### config.mk
export PLATFORM = sky130hd
export DESIGN_NAME = pill_line_sim
export DESIGN_NICKNAME = d
export VERILOG_FILES = /design/src/rtl/pill_line_sim.sv
export SDC_FILE = /design/constraint.sdc
export NUM_CORES = 1
export LEC_CHECK = 0
export CORE_ASPECT_RATIO = 0.5
export CORE_MARGIN = 2
export CORE_UTILIZATION = 61
export DETAILED_ROUTE_END_ITERATION = 16
export DONT_BUFFER_PORTS = 1
export GPL_TIMING_DRIVEN = 0
export PLACE_DENSITY = 0.81
export SLEW_MARGIN = 20
export SYNTH_ARGS = -nofsm -noshare
export SYNTH_HDL_FRONTEND = slang
export SYNTH_SLANG_ARGS = --single-unit
### constraint.sdc
create_clock -name clk_1khz -period 5.1 [get_ports clk_1khz]
set_input_delay 0.765 -clock clk_1khz [delete_from_list [all_inputs] [get_ports clk_1khz]]
set_output_delay 0.765 -clock clk_1khz [all_outputs]
set_load 0.02 [all_outputs]
### src/rtl/pill_line_sim.sv
// Plant-side model of the pill bottling line: hopper reservoir with timed drops and a
// conveyor that advances bottles, producing the sensor levels the bottling controller reads.
module pill_line_sim #(
    parameter int PILL_PERIOD_MS = 1000,
    parameter int PULSE_MS       = 100,
    parameter int SWITCH_MS      = 2000,
    parameter int HOPPER_CAP     = 99,
    parameter int REFILL_QTY     = 10
) (
    input  logic       clk_1khz,
    input  logic       switch_clr,
    input  logic       feed_en,
    input  logic       conv_req,
    input  logic       manual_pill,
    input  logic       refill,
    input  logic       fault_hopper_jam,
    input  logic       fault_conveyor_jam,
    output logic       hopper_level,
    output logic       pill_pulse,
    output logic       conveyor_ok,
    output logic       bottle_in_place,
    output logic [6:0] hopper_count
);

    localparam int PW = (PILL_PERIOD_MS > 1) ? $clog2(PILL_PERIOD_MS) : 1;
    localparam int UW = $clog2(PULSE_MS + 1);
    localparam int TW = $clog2(SWITCH_MS + 1);

    typedef enum logic [1:0] {
        IN_PLACE = 2'd0,
        MOVING   = 2'd1,
        JAMMED   = 2'd2
    } conv_state_t;

    conv_state_t   state_reg, state_next;
    logic [TW-1:0] travel_cnt_reg, travel_cnt_next;
    logic [PW-1:0] period_cnt_reg, period_cnt_next;
    logic [UW-1:0] pulse_cnt_reg, pulse_cnt_next;
    logic [6:0]    count_reg, count_next;
    logic          conv_prev_reg, manual_prev_reg, refill_prev_reg;
    logic          hopper_level_reg, pill_pulse_reg, conveyor_ok_reg, bip_reg;
    logic          hopper_level_next, conveyor_ok_next, bip_next;

    logic          conv_edge, manual_edge, refill_edge;
    logic          has_pills, drop_gate, auto_req, manual_req, drop_accept;
    logic [7:0]    refill_sum, refill_sat;

    // Drop path: period counter, manual request, pulse stretcher and reservoir arithmetic
    always_comb begin
        conv_edge   = conv_req & ~conv_prev_reg;
        manual_edge = manual_pill & ~manual_prev_reg;
        refill_edge = refill & ~refill_prev_reg;

        has_pills = (count_reg != 7'd0);
        drop_gate = feed_en & bip_reg & ~fault_hopper_jam & has_pills;

        period_cnt_next = '0;
        auto_req        = 1'b0;
        if (drop_gate) begin
            if (period_cnt_reg == PW'(PILL_PERIOD_MS - 1)) begin
                auto_req = 1'b1;
            end else begin
                period_cnt_next = period_cnt_reg + 1'b1;
            end
        end

        manual_req  = manual_edge & ~fault_hopper_jam & has_pills;
        // Requests during an active pulse are dropped, never queued
        drop_accept = (auto_req | manual_req) & (pulse_cnt_reg == '0);

        pulse_cnt_next = pulse_cnt_reg;
        if (drop_accept) begin
            pulse_cnt_next = UW'(PULSE_MS);
        end else if (pulse_cnt_reg != '0) begin
            pulse_cnt_next = pulse_cnt_reg - 1'b1;
        end
        hopper_level_next = (pulse_cnt_next != '0);

        refill_sum = {1'b0, count_reg} + (refill_edge ? 8'(REFILL_QTY) : 8'd0);
        refill_sat = (refill_sum > 8'(HOPPER_CAP)) ? 8'(HOPPER_CAP) : refill_sum;
        count_next = refill_sat[6:0] - {6'd0, drop_accept};
    end

    // Conveyor FSM: a jam freezes the travel count, so a J-cycle jam stretches the move by J
    always_comb begin
        state_next      = state_reg;
        travel_cnt_next = travel_cnt_reg;
        case (state_reg)
            IN_PLACE: begin
                if (conv_edge) begin
                    state_next      = MOVING;
                    travel_cnt_next = TW'(SWITCH_MS);
                end
            end
            MOVING, JAMMED: begin
                if (fault_conveyor_jam) begin
                    state_next = JAMMED;
                end else if (travel_cnt_reg == TW'(1)) begin
                    state_next      = IN_PLACE;
                    travel_cnt_next = '0;
                end else begin
                    state_next      = MOVING;
                    travel_cnt_next = travel_cnt_reg - 1'b1;
                end
            end
            default: begin
                state_next      = IN_PLACE;
                travel_cnt_next = '0;
            end
        endcase
        bip_next         = (state_next == IN_PLACE);
        conveyor_ok_next = ~((state_next == JAMMED) ||
                             ((state_next == IN_PLACE) && fault_conveyor_jam));
    end

    always_ff @(posedge clk_1khz or negedge switch_clr) begin
        if (!switch_clr) begin
            state_reg        <= IN_PLACE;
            travel_cnt_reg   <= '0;
            period_cnt_reg   <= '0;
            pulse_cnt_reg    <= '0;
            count_reg        <= 7'(HOPPER_CAP);
            conv_prev_reg    <= 1'b0;
            manual_prev_reg  <= 1'b0;
            refill_prev_reg  <= 1'b0;
            hopper_level_reg <= 1'b0;
            pill_pulse_reg   <= 1'b0;
            conveyor_ok_reg  <= 1'b1;
            bip_reg          <= 1'b1;
        end else begin
            state_reg        <= state_next;
            travel_cnt_reg   <= travel_cnt_next;
            period_cnt_reg   <= period_cnt_next;
            pulse_cnt_reg    <= pulse_cnt_next;
            count_reg        <= count_next;
            conv_prev_reg    <= conv_req;
            manual_prev_reg  <= manual_pill;
            refill_prev_reg  <= refill;
            hopper_level_reg <= hopper_level_next;
            pill_pulse_reg   <= drop_accept;
            conveyor_ok_reg  <= conveyor_ok_next;
            bip_reg          <= bip_next;
        end
    end

    assign hopper_level    = hopper_level_reg;
    assign pill_pulse      = pill_pulse_reg;
    assign conveyor_ok     = conveyor_ok_reg;
    assign bottle_in_place = bip_reg;
    assign hopper_count    = count_reg;

endmodule

==> flow_metrics.py, run 1 <==
metrics = {
    "run_status": {
        "status": "finished, final reports clean",
    },
    "clock_network": {
        "path_clk_slew_ns": 0.08,
        "clock-sinks": 44,
        "cts_resized": 0,
        "cts_made_buffers": 5,
        "insertion_delay_ns": 0.29,
        "post_cts_buffers": 0,
        "cts_tree": "built",
        "clock_path_buffers": 2,
        "root_buffer": "clkbuf_8",
        "cts_max_level": 2,
        "cts_hold_buf": 0,
    },
    "global_routing": {
        "grtUsageMet2_pct": 41.7,
        "grt_pass1_vias": 2043,
        "grt.met3_usage_pct": 5.66,
        "antenna_found_initial": 0,
        "grt_first_pass_wirelength_mm": 8.67,
        "grt.overflow.total": 0,
        "grt_max_degree": 45,
        "top_usage_layer": "met2",
        "grt_usage_pct": 23.2,
        "met1_usage_pct": 27.6,
    },
    "drt": {
        "firstDrtPassIters": 4,
        "ant_nets": 0,
        "totalWireLength_mm": 4.96,
        "wl_per_cell_um": 14.1,
        "drc": 0,
        "viasPerCell": 6.00,
        "num_vias": 2107,
        "drtIter0Drc": 110,
    },
    "yosys": {
        "synthCells": 290,
        "ys_warn_count": 0,
        "synth_top_cell_area_share_pct": 37.0,
        "async_flop_share_pct": 100,
        "syn_area_um2": 2570,
        "syn_avg_cell_area_um2": 8.86,
        "ys_types": 53,
        "synth_edf_count": 0,
        "syn_nets": 309,
        "yosysMostFrequentCell": "nor2_1",
        "synth-seq-cells": 44,
        "synthTopCellsByArea": "dfrtp_1 (37%), dfstp_2 (6.1%), nor2_1 (6.1%)",
        "synth_top_area_cell": "dfrtp_1",
        "synth.top_cells.by_count": "nor2_1 (42), dfrtp_1 (38), nand2_1 (28), nor3_1 (17), inv_1 (15)",
        "ys_seq_area_share_pct": 43.2,
        "dominantRegCellSynth": "dfrtp_1",
    },
    "worst_setup_path": {
        "reg2reg_from": "refill_prev_reg$_DFF_PN0_",
        "regToRegSetupSlack_ns": 1.18,
        "worst-setup-path-type": "in -> reg",
        "r2r-end": "hopper_count[6]$_DFF_PN1_",
        "cp-start-kind": "input pin",
        "cp.arrival_ns": 4.24,
        "crit_fanout": 10,
        "reg2regPathDepth": 15,
        "required_ns": 5.33,
        "cp-end-kind": "flip-flop",
    },
    "timing": {
        "finClkSkew_ns": 0.00647,
        "grt_setup_unrepaired": "no",
        "setup_ws_ns": 1.09,
        "finalHoldViolCount": 0,
        "fin_crit_sh_pct": 78.7,
        "worst_pin_slew_ns": 0.724,
        "setup_tns_ns": 0,
        "drv_slew": 0,
        "finalSetupViolCount": 0,
        "slew_headroom_pct": 51.7,
        "max_clock_freq_mhz": 249,
        "fin_crit_ns": 4.01,
        "worst_hold_slack_ns": 0.159,
    },
    "cells_and_area": {
        "syn_to_final_growth_pct": 5.65,
        "fillers": 302,
        "multi_input_area_um2": 1350,
        "diodes": 0,
        "drive_above_1_share_pct": 8.08,
        "seqCellArea_um2": 1110,
        "final_nets": 316,
        "finish.utilization_pct": 68.5,
        "post_layout_nonfiller_instances": 351,
        "largest_reg_flops": 11,
    },
    "placed_design": {
        "place_ws_ns": 0.815,
        "dp.cells": 344,
        "port_buffers": 0,
        "routabilityCongestion": 0.883,
        "hpwl_mm": 3.67,
    },
    "die": {
        "num_rows": 16,
        "die_area_um2": 4780,
        "die_h_um": 49.9,
        "io_pins": 19,
        "fp.dieW_um": 95.8,
        "start_util_pct": 64.8,
        "coreArea_um2": 3960,
    },
    "power_and_ir_drop": {
        "vdd_drop_max_uv": 382,
        "power_density_nw_per_um2": 545,
        "power_leakage_uw": 0.00117,
        "clkPwrFrac_pct": 13.5,
        "p_seq_share_pct": 39.0,
        "switchingPower_uw": 660,
        "p_int_uw": 818,
        "p_comb_share_pct": 47.4,
        "switching_share_pct": 44.6,
    },
    "run": {
        "maxCapViolCount": 0,
    },
    "hold_path": {
        "min_path_type": "in -> async",
    },
}
## worst max-delay path by stage
| stage | start | end | slack (ns) | cells after the start |
|---|---|---|---|---|
| 4_1_cts | refill | hopper_count[6]$_DFF_PN1_ | 1.13 | 15 |
| 3_5_place_dp | refill | hopper_count[6]$_DFF_PN1_ | 0.82 | 15 |
| 2_1_floorplan | refill | hopper_count[6]$_DFF_PN1_ | 1.32 | 16 |
| 6_report | refill | hopper_count[6]$_DFF_PN1_ | 1.09 | 15 |
| 5_1_grt | refill | hopper_count[6]$_DFF_PN1_ | 0.80 | 15 |
| 3_3_place_gp | refill | hopper_count[6]$_DFF_PN1_ | 0.89 | 16 |
## critical path, cell delays in order
cell and delay (ns):
nor2b_1 0.10, clkbuf_1 0.37, and2_1 0.25, ha_1 0.31, o211ai_1 0.26, a311o_1 0.21
o221ai_1 0.15, or2_1 0.29, nor2_1 0.16, ha_1 0.17, ha_1 0.19, nor3b_1 0.42
nand4_1 0.16, a21oi_1 0.23, mux2i_1 0.21
## cell type report
| type | instances | area share, % |
|---|---|---|
| Multi-Input combinational cell | 220 | 49.8 |
| Tap cell | 54 | 2.49 |
| Inverter | 15 | 2.07 |
| Clock inverter | 1 | 0.184 |
| Buffer | 11 | 1.94 |
| Sequential cell | 44 | 40.8 |
| Clock buffer | 6 | 2.67 |
## through the flow
step	area (um^2)	power, uW
floorplan	2570	1130
global placement	2640	1240
detailed placement	2640	1270
CTS	2710	1480
global route	2710	1600
finish	2710	1480
## logic make-up (layout without fill, tap and decap cells)
kind of cell,Yosys count,after routing,synth area share (%)
buffers and inverters,26,33,4.24
AND/OR/NAND/NOR,129,129,24.1
multiplexers,2,2,0.779
adder cells (fa/ha/maj),12,12,5.80
AO/OA/AOI/OAI,57,57,14.9
XOR/XNOR,20,20,7.11
flip-flops,44,44,43.2
## cell usage in the layout (no fill, tap or decap), drive strengths merged, types with 9 or more instances in the layout
master	netlist	final
nor3	17	17
ha	11	11
inv	15	15
o21ai	21	21
clkbuf	8	14
nand3	9	9
nand2	28	28
nor2	43	43
a21oi	14	14
dfrtp	38	38
xnor2	14	14
## power groups by stage
stage | Combinational [uW] | Sequential, uW | Clock (uW)
after floorplan | 568 | 558 | 0
final | 701 | 577 | 200
after detailed placement | 693 | 579 | 0
after global placement | 668 | 575 | 0
after global routing | 784 | 590 | 222
after CTS | 697 | 575 | 206
## per-layer routing
metal	up-vias	part of all wire, %
met3	11	4.8
met1	1027	46
met4	0	1.6
li1	1015	-
met2	54	48
met5	-	0
Note: power is estimated with default switching activity, not from simulation.
==> run 2: changes to the inputs <==
==> constraint.sdc (replaced) <==
create_clock -name clk_1khz -period 3.9 [get_ports clk_1khz]
set_input_delay 0.585 -clock clk_1khz [delete_from_list [all_inputs] [get_ports clk_1khz]]
set_output_delay 0.585 -clock clk_1khz [all_outputs]
set_load 0.02 [all_outputs]
==> flow_metrics.py, run 2 (synthesis results as in run 1) <==
metrics = {
    "power_and_ir_drop": {
        "p_comb_share_pct": 48.0,
        "switching_share_pct": 45.1,
        "p_int_uw": 1070,
        "clkPwrFrac_pct": 13.4,
        "switchingPower_uw": 881,
        "power_density_nw_per_um2": 711,
        "vdd_drop_max_uv": 500,
        "p_seq_share_pct": 38.6,
        "power_leakage_uw": 0.00119,
    },
    "drt": {
        "wl_per_cell_um": 14.6,
        "firstDrtPassIters": 4,
        "totalWireLength_mm": 5.14,
        "viasPerCell": 5.99,
        "drtIter0Drc": 122,
        "drc": 0,
        "ant_nets": 0,
        "num_vias": 2109,
    },
    "worst_setup_path": {
        "cp.arrival_ns": 3.91,
        "crit_path_max_incr_delay_ns": 0.59,
        "path_cells": "clkbuf_2 > and2_1 > ha_1 > o211ai_1 > a311o_1 > o221ai_1 > or2_1 > nor2_1 > ha_1 > ha_1 > nor3b_4 > nand4_1 > a21oi_1 > mux2i_1",
        "cp-end-kind": "flip-flop",
        "reg2reg_from": "hopper_count[1]$_DFF_PN1_",
        "worst-setup-path-type": "reg -> reg",
        "critPathLaunch": "hopper_count[1]$_DFF_PN1_",
        "cpMostUsedCell": "ha_1",
        "cp_top_family": "simple AND/OR/NAND/NOR gates",
        "cp-start-kind": "flip-flop",
        "cpMaxStageDelayCell": "dfstp_2",
        "crit_fanout": 8,
        "required_ns": 4.13,
        "timing.critical_path.buf_inv": 1,
    },
    "die": {
        "start_util_pct": 64.8,
        "coreArea_um2": 3960,
        "io_pins": 19,
        "num_rows": 16,
        "fp.dieW_um": 95.8,
        "die_h_um": 49.9,
        "die_area_um2": 4780,
    },
    "clock_network": {
        "path_clk_slew_ns": 0.08,
        "cts_made_buffers": 5,
        "cts_tree": "built",
        "clock_path_buffers": 2,
        "clock-sinks": 44,
        "cts_max_level": 2,
        "insertion_delay_ns": 0.29,
        "root_buffer": "clkbuf_8",
        "post_cts_buffers": 0,
    },
    "global_routing": {
        "grt_pass1_vias": 2050,
        "grt_usage_pct": 23.9,
        "grt_first_pass_wirelength_mm": 8.82,
        "grt_max_degree": 39,
        "grt.overflow.total": 0,
        "antenna_found_initial": 0,
    },
    "timing": {
        "finalHoldViolCount": 0,
        "grt_setup_unrepaired": "no",
        "fin_crit_ns": 3.69,
        "max_clock_freq_mhz": 271,
        "worst_hold_slack_ns": 0.125,
        "fin_crit_sh_pct": 94.5,
        "finalSetupViolCount": 0,
        "slew_headroom_pct": 50.2,
        "worst_pin_slew_ns": 0.747,
        "drv_slew": 0,
        "finClkSkew_ns": 0.00457,
    },
    "cells_and_area": {
        "final_cell_mix": "nor2_1 (42), dfrtp_1 (38), nand2_1 (28)",
        "final_common_cell": "nor2_1",
        "drive_above_1_share_pct": 9.06,
        "diodes": 0,
        "post_layout_nonfiller_instances": 352,
        "final_nets": 317,
        "largest_reg_flops": 11,
        "fillers": 299,
        "syn_to_final_growth_pct": 6.92,
    },
    "run_status": {
        "status": "finished, final reports clean",
    },
    "placed_design": {
        "port_buffers": 0,
        "hpwl_mm": 3.67,
        "routabilityCongestion": 0.883,
        "dp.cells": 344,
    },
    "run": {
        "maxCapViolCount": 0,
    },
    "hold_path": {
        "min_path_type": "in -> async",
    },
}
run 2: changes by cell type in the layout (fill, tap and decap cells not counted):
cell / previous run / this run
nor3b_4: 0 / 1
clkbuf_1: 8 / 7
clkbuf_2: 1 / 2
buf_12: 0 / 1
nor3b_1: 2 / 1
run 2: path summary, 6_finish.rpt:
path,end,slack [ns],depth (start not counted)
min in group clk_1khz,conv_prev_reg$_DFF_PN0_,0.31,0
worst min-delay path,travel_cnt_reg[4]$_DFFE_PN0P_,0.12,1
worst max-delay path,hopper_count[6]$_DFF_PN1_,0.21,14
worst max register to register,hopper_count[6]$_DFF_PN1_,0.21,14
max in group asynchronous,hopper_count[3]$_DFF_PN0_,3.59,1
worst min register to register,period_cnt_reg[0]$_DFF_PN0_,0.47,1
run 2: layer usage:
metal,up-vias,wire (um),global-route usage (%)
li1,1017,-,-
met1,1036,2350,29.1
met2,47,2490,42.1
met3,9,230,5.66
met4,0,78,7.14
met5,-,0,0
run 2: metrics by stage:
stage / util (%) / TNS (ns) / area, um^2 / power (uW) / setup WS, ns
2_1_floorplan: - / 0 / 2570 / 1470 / 0.298
3_3_place_gp: 66.5 / -0.126 / 2640 / 1620 / -0.126
3_5_place_dp: 66.5 / -0.205 / 2640 / 1660 / -0.205
4_1_cts: 69.0 / 0 / 2730 / 1940 / 0.0214
5_1_grt: 69.3 / 0 / 2750 / 2110 / 0.0164
6_report: 69.3 / 0 / 2750 / 1950 / 0.214
run 2: layout make-up:
| class | instances | area, um^2 | area share (%) |
|---|---|---|---|
| well taps | 54 | 67.6 | 2.46 |
| multi-input cells | 220 | 1360 | 49.6 |
| clock inverters | 1 | 5.00 | 0.182 |
| clock buffers | 6 | 72.6 | 2.64 |
| plain buffers | 11 | 53.8 | 1.96 |
| repair buffers | 1 | 20.0 | 0.729 |
| flip-flops and latches | 44 | 1110 | 40.4 |
| inverters | 15 | 56.3 | 2.05 |
run 2: power groups by stage:
stage                     Clock (uW)  Combinational [uW]  Sequential [uW]
after CTS                        270                 921              752
after floorplan                    0                 743              729
after global placement             0                 873              751
final                            262                 938              754
after global routing             291                1040              771
after detailed placement           0                 906              757
run 2: what timing repair did:
| item | CTS | global route |
|---|---|---|
| hold endpoints to repair | 38 | 0 |
| setup endpoints to repair | 0 | 2 |
| resized for setup | 0 | 4 |
| hold buffers | 1 | 0 |
